File: config.mk
export PLATFORM = sky130hd
export DESIGN_NAME = syn_ram
export DESIGN_NICKNAME = d
export VERILOG_FILES = /design/src/rtl/syn_ram.sv
export SDC_FILE = /design/constraint.sdc
export NUM_CORES = 1
export LEC_CHECK = 0
export CAP_MARGIN = 20
export CORE_MARGIN = 1
export CORE_UTILIZATION = 35
export DETAILED_ROUTE_END_ITERATION = 7
export HOLD_SLACK_MARGIN = 0.12
export SLEW_MARGIN = 5
export SYNTH_ARGS = -nofsm -noshare
export SYNTH_HDL_FRONTEND = slang
export SYNTH_SLANG_ARGS = --single-unit
File: constraint.sdc
create_clock -name clk -period 4.5 [get_ports clk]
set_input_delay 0.45 -clock clk [delete_from_list [all_inputs] [get_ports clk]]
set_output_delay 0.45 -clock clk [all_outputs]
set_load 0.05 [all_outputs]
File: src/rtl/syn_ram.sv
// 16x8 simple dual-port RAM: one write port, one registered read port.
// Async active-high reset clears every word and the read register.
module syn_ram #(
  parameter int RAM_WIDTH = 8,
  parameter int RAM_DEPTH = 16,
  parameter int ADDR_SIZE = 4
) (
  input  logic                 clk,
  input  logic                 read,
  input  logic                 write,
  input  logic                 reset,
  input  logic [ADDR_SIZE-1:0] rd_addr,
  input  logic [ADDR_SIZE-1:0] wr_addr,
  input  logic [RAM_WIDTH-1:0] data_in,
  output logic [RAM_WIDTH-1:0] data_out
);

  logic [RAM_WIDTH-1:0] mem [RAM_DEPTH];

  // Nonblocking update gives read-before-write on a shared address.
  always_ff @(posedge clk or posedge reset) begin
    if (reset) begin
      data_out <= '0;
      for (int i = 0; i < RAM_DEPTH; i++) begin
        mem[i] <= '0;
      end
    end else begin
      if (read == 1'b1) begin
        data_out <= mem[rd_addr];
      end
      if (write == 1'b1) begin
        mem[wr_addr] <= data_in;
      end
    end
  end

endmodule

==> flow_metrics.tcl, run 1 <==
set metrics [dict create \
    critical_path.top_delay_family "buffers and inverters" \
    first_pass_iters 4 \
    htreeDepth 4 \
    wire_per_inst_um 20.8 \
    clk_latency_ns 0.41 \
    ir_drop_mv 0.274 \
    status "finished, final reports clean" \
    ys_seq_area_share_pct 55.0 \
    hold_buffers 0 \
    start_kind "input pin" \
    first_iter_violations 276 \
    design_area_um2 7160 \
    io_pins 28 \
    synthesis.nets 408 \
    finalSetupViolations 0 \
    syn_area_um2 6190 \
    grtUsageTotal_pct 16.2 \
    io_buffers 27 \
    routabilityCongestion 0.740 \
    cts_resized 0 \
    path_max_fanout 13 \
    synth_edf_count 0 \
    viasPerCell 5.36 \
    arrival_ns 2.66 \
    synth_async_sr_flop_share_pct 100 \
    post_cts_buffers 0 \
    drtAntennaViolNets 0 \
    period_share_pct 53.5 \
    yosysTopAreaCellShare_pct 55.0 \
    grt_pass1_vias 3726 \
    p_leak_nw 3.00 \
    ys_warn_count 0 \
    critical_path_class "in -> reg" \
    fmax_mhz 415 \
    cts.clk_slew.worst_paths_ns 0.06 \
    cts_root_buf "clkbuf_16" \
    synth_flop_cell "dfrtp_1" \
    antenna_found_initial 0 \
    layout-drive-gt1-share_pct 49.4 \
    critical_path_buf_inv_count 2 \
    cp_slowest_stage_delay_ns 1.06 \
    route.detailed.drc 0 \
    crit_slowest_cell "clkdlybuf4s50_1" \
    antennaDiodeCount 0 \
    p_per_area_nw_per_um2 505 \
    area_growth_pct 15.7 \
    max_slew_margin_pct 34.7 \
    setup-tns-final_ns 0 \
    placementRows 48 \
    maxSlewViolCount 0 \
    ys_top_cells_by_count "dfrtp_1 (136), mux2_2 (120), mux4_2 (32)" \
    die_y_um 135 \
    hold_path_class "reg -> reg" \
    worstPathCellList "clkdlybuf4s50_1, buf_4, mux4_2, mux2i_1, a221oi_1" \
    syn-instance-count 388 \
    fill_cells 1576 \
    cts_tree "yes" \
    clockBufferDepth 2 \
    yosysMostFrequentCell "dfrtp_1" \
    start_util_pct 35.8 \
    avgSynthCellArea_um2 16.0 \
    cts_sinks 136 \
    hold_violations 0 \
    synth.largest_area_cell "dfrtp_1" \
    vias 3452 \
    numCtsBuffers 17 \
    worstPathRequired_ns 4.75 \
    cp-end-kind "flip-flop" \
    register_area_um2 3400 \
    multi_input_area_um2 2630 \
    die_w_um 135 \
    synth.ff_latch_count 136 \
    overflow 0 \
    period_needed_ns 2.41 \
    totalWireLength_um 13400 \
    core_area_um2 17300 \
    worstMarginPinSlew_ns 0.974 \
    synth.distinct_cells 27 \
    grt_max_degree 108 \
    rsz0062_at_grt "no" \
    grt_pass1_wl_um 21500 \
    place_area_um2 6590 \
    fin_worst_skew_ns 0.00649 \
    nets 427 \
    dp_hpwl_um 8380 \
    cap_violations 0 \
    dieArea_um2 18200 \
    synth_area_leaders "dfrtp_1 (55%), mux2_2 (22%), mux4_2 (12%), mux2_4 (1.9%), mux2i_1 (1.3%)" \
]
layout make-up:
cell class,count,share of cell area [%]
clock inverters,8,0.978
repair buffers,29,3.84
well taps,225,3.93
multi-input cells,222,36.7
inverters,1,0.122
flip-flops and latches,136,47.5
clock buffers,23,6.95
where the power goes:
group / total [mW] / internal, mW / leakage, nW / switching, mW
Combinational: 0.652 / 0.390 / 1.05 / 0.261
Clock: 1.32 / 0.825 / 0.281 / 0.495
Sequential: 1.65 / 1.51 / 1.66 / 0.142
placed cells by master (no fill, tap or decap), types with 2 or more instances in the layout:
master           instances
dfrtp_1                136
mux2_2                 120
mux4_2                  32
clkdlybuf4s50_1         25
clkbuf_16               17
nor2_1                   9
mux2_4                   8
o22ai_1                  8
mux2i_1                  8
a221oi_1                 8
nor2_2                   6
clkinv_2                 5
clkbuf_8                 5
nand2b_1                 3
nor3_2                   3
nand3_1                  3
nand3b_1                 3
nor3b_1                  2
nand2_1                  2
or3_1                    2
clkinvlp_4               2
buf_2                    2
buf_4                    2
final timing paths:
path | startpoint | end | slack, ns | depth (start not counted)
min | mem[88]$_DFFE_PP0P_ | mem[88]$_DFFE_PP0P_ | 0.50 | 1
min reg2reg | mem[88]$_DFFE_PP0P_ | mem[88]$_DFFE_PP0P_ | 0.50 | 1
min in group asynchronous | reset | mem[95]$_DFFE_PP0P_ | 0.61 | 2
max | rd_addr[3] | data_out[4]$_DFFE_PP0P_ | 2.09 | 5
max reg2reg | mem[12]$_DFFE_PP0P_ | data_out[4]$_DFFE_PP0P_ | 3.13 | 3
max in group asynchronous | reset | mem[42]$_DFFE_PP0P_ | 2.89 | 3
cell families (layout without fill, tap and decap cells):
| group | count (synthesis) | count (layout) | synth area share (%) |
|---|---|---|---|
| and+or+nand+nor | 38 | 38 | 3.76 |
| AOI/OAI and AO/OA | 16 | 16 | 1.94 |
| buffers and inverters | 30 | 61 | 2.61 |
| muxes | 168 | 168 | 36.7 |
| DFF | 136 | 136 | 55.0 |
layer usage:
| metal | global-route usage, % | vias up | routed length (um) |
|---|---|---|---|
| met5 | 0 | - | 0 |
| met4 | 5.24 | 0 | 189 |
| met3 | 4.47 | 18 | 630 |
| met2 | 24.5 | 81 | 6300 |
| met1 | 22.6 | 1863 | 6270 |
| li1 | - | 1490 | - |
sequential cells by signal, summed over array words and instances, names as in the netlist:
register	cells
data_out	8
mem	128
stage by stage:
stage	cells	utilization, %	power [mW]	setup WS, ns	hold WS [ns]
after detailed placement	613	38.1	2.32	1.67	0.487
final	644	41.4	3.62	2.09	0.499
after floorplan	388	-	2.14	0.411	0.474
after CTS	644	41.4	3.65	2.03	0.500
after global placement	613	38.1	2.29	1.69	0.482
after global routing	644	41.4	3.79	1.96	0.514
No activity file was read; power rests on OpenSTA's default activity.
==> inputs of run 2 (changes only) <==
clock period = 2.45 ns   (was 4.5 ns; I/O delays follow)
==> run 2 against run 1 <==
  * Sequential cell count is the same
  * Sequential power up 83%
  * Sequential share of layout area fell by 0.83 points
==> flow_metrics.tcl, run 2 (same netlist as run 1, synthesis figures left out) <==
set metrics [dict create \
    cts.clk_slew.worst_paths_ns 0.05 \
    fin_util_pct 42.1 \
    ir_drop_mv 0.595 \
    period_needed_ns 1.86 \
    worstPathRequired_ns 2.20 \
    post_cts_buffers 0 \
    overflow 0 \
    drtAntennaViolNets 0 \
    start_kind "flip-flop" \
    totalWireLength_um 13400 \
    crit_end "data_out[0]" \
    first_pass_iters 5 \
    cp-end-kind "primary output" \
    cp_slowest_stage_delay_ns 0.82 \
    final_cell_mix "dfrtp_1 (136), mux2_2 (120), mux4_2 (32)" \
    nets 443 \
    power_mw 6.46 \
    r2r-end "data_out[2]$_DFFE_PP0P_" \
    cap_violations 0 \
    register_area_um2 3400 \
    power_switching_mw 1.60 \
    worstPathCellList "clkdlybuf4s50_1" \
    max_slew_margin_pct 47.7 \
    grtUsageTotal_pct 16.5 \
    p_per_area_nw_per_um2 886 \
    layout-drive-gt1-share_pct 49.8 \
    critical_path.top_delay_family "buffers and inverters" \
    final_common_cell "dfrtp_1" \
    cts_sinks 136 \
    antennaDiodeCount 0 \
    viasPerCell 5.24 \
    reg2reg_from "mem[18]$_DFFE_PP0P_" \
    place_area_um2 6780 \
    p_leak_nw 3.07 \
    finalSetupViolations 0 \
    grt_pass1_wl_um 21700 \
    comb_power_share_pct 19.0 \
    die_w_um 135 \
    cts_resized 0 \
    fin_cells 659 \
    intPower_mw 4.86 \
    dieArea_um2 18200 \
    cts_root_buf "clkbuf_16" \
    routabilityCongestion 0.717 \
    clk_latency_ns 0.41 \
    grt_max_degree 137 \
    clkPwrFrac_pct 34.2 \
    largest_reg_flops 128 \
    post-place-ws_ns 0.299 \
    crit_slowest_cell "clkdlybuf4s50_1" \
    io_buffers 27 \
    core_area_um2 17300 \
    regToRegSetupSlack_ns 1.07 \
    critical_path_class "reg -> out" \
    grt_pass1_vias 3790 \
    dp.cells 629 \
    setup.worst_path.start "data_out[0]$_DFFE_PP0P_" \
    fill_cells 1576 \
    setup-tns-final_ns 0 \
    worstMarginPinSlew_ns 0.784 \
    path_max_fanout 2 \
    clockBufferDepth 2 \
    reg.largest.list "mem (128), data_out (8)" \
    hold_buffers 0 \
    route.detailed.drc 0 \
    multi_input_area_um2 2630 \
    wire_per_inst_um 20.4 \
    swShare_pct 24.8 \
    arrival_ns 1.61 \
    fmax_mhz 538 \
    top_register "mem" \
    placementRows 48 \
    io_pins 28 \
    setup_ws_ns 0.590 \
    hold_violations 0 \
    critical_path_buf_inv_count 1 \
    crit_cells 1 \
    first_iter_violations 185 \
    period_share_pct 75.9 \
    dp_hpwl_um 8550 \
    cts_tree "yes" \
    reg2regPathDepth 3 \
    maxSlewViolCount 0 \
    htreeDepth 4 \
    vias 3455 \
    numCtsBuffers 17 \
    p_seq_share_pct 46.8 \
    hold_path_class "in -> async" \
    rsz0062_at_grt "no" \
    antenna_found_initial 0 \
    start_util_pct 35.8 \
    status "finished, final reports clean" \
    die_y_um 135 \
    fin_worst_skew_ns 0.00722 \
    whs_ns 0.330 \
    design_area_um2 7290 \
    area_growth_pct 17.8 \
]
-- run 2: metal layers --
metal / vias to the layer above / part of all wire (%) / GRT usage, %
met5: - / 0 / 0
li1: 1520 / - / -
met4: 0 / 1.1 / 4.68
met2: 68 / 47 / 25.6
met3: 11 / 4.0 / 4.47
met1: 1856 / 47 / 22.7
-- run 2: power groups by stage --
stage	clock network [mW]	registers [mW]	logic, mW
detailed placement	0	3.06	1.24
finish	2.21	3.02	1.22
global placement	0	3.03	1.20
CTS	2.27	3.02	1.24
floorplan	0	3.06	0.877
global route	2.37	3.09	1.32
-- run 2: worst min-delay path by stage --
| stage | startpoint | endpoint | slack, ns | cells past startpoint |
|---|---|---|---|---|
| floorplan | data_in[7] | mem[103]$_DFFE_PP0P_ | 0.40 | 1 |
| global placement | mem[78]$_DFFE_PP0P_ | mem[78]$_DFFE_PP0P_ | 0.48 | 1 |
| detailed placement | mem[88]$_DFFE_PP0P_ | mem[88]$_DFFE_PP0P_ | 0.49 | 1 |
| CTS | reset | mem[40]$_DFFE_PP0P_ | 0.43 | 3 |
| global route | reset | mem[40]$_DFFE_PP0P_ | 0.41 | 3 |
| finish | reset | mem[40]$_DFFE_PP0P_ | 0.33 | 3 |
-- run 2: area by class of cell --
type | count | share of cell area, %
inverter | 1 | 0.103
tap | 225 | 3.86
clock inverter | 4 | 0.275
timing repair buffer | 45 | 6.35
multi-input combinational | 222 | 36.0
clock buffer | 26 | 6.71
sequential | 136 | 46.7
-- run 2: worst reg2reg max path: cells and delay by family, from the launching register on --
family             cells  cell delay, ns
DFF                    1            0.38
muxes                  2            0.74
AOI/OAI and AO/OA      1            0.13
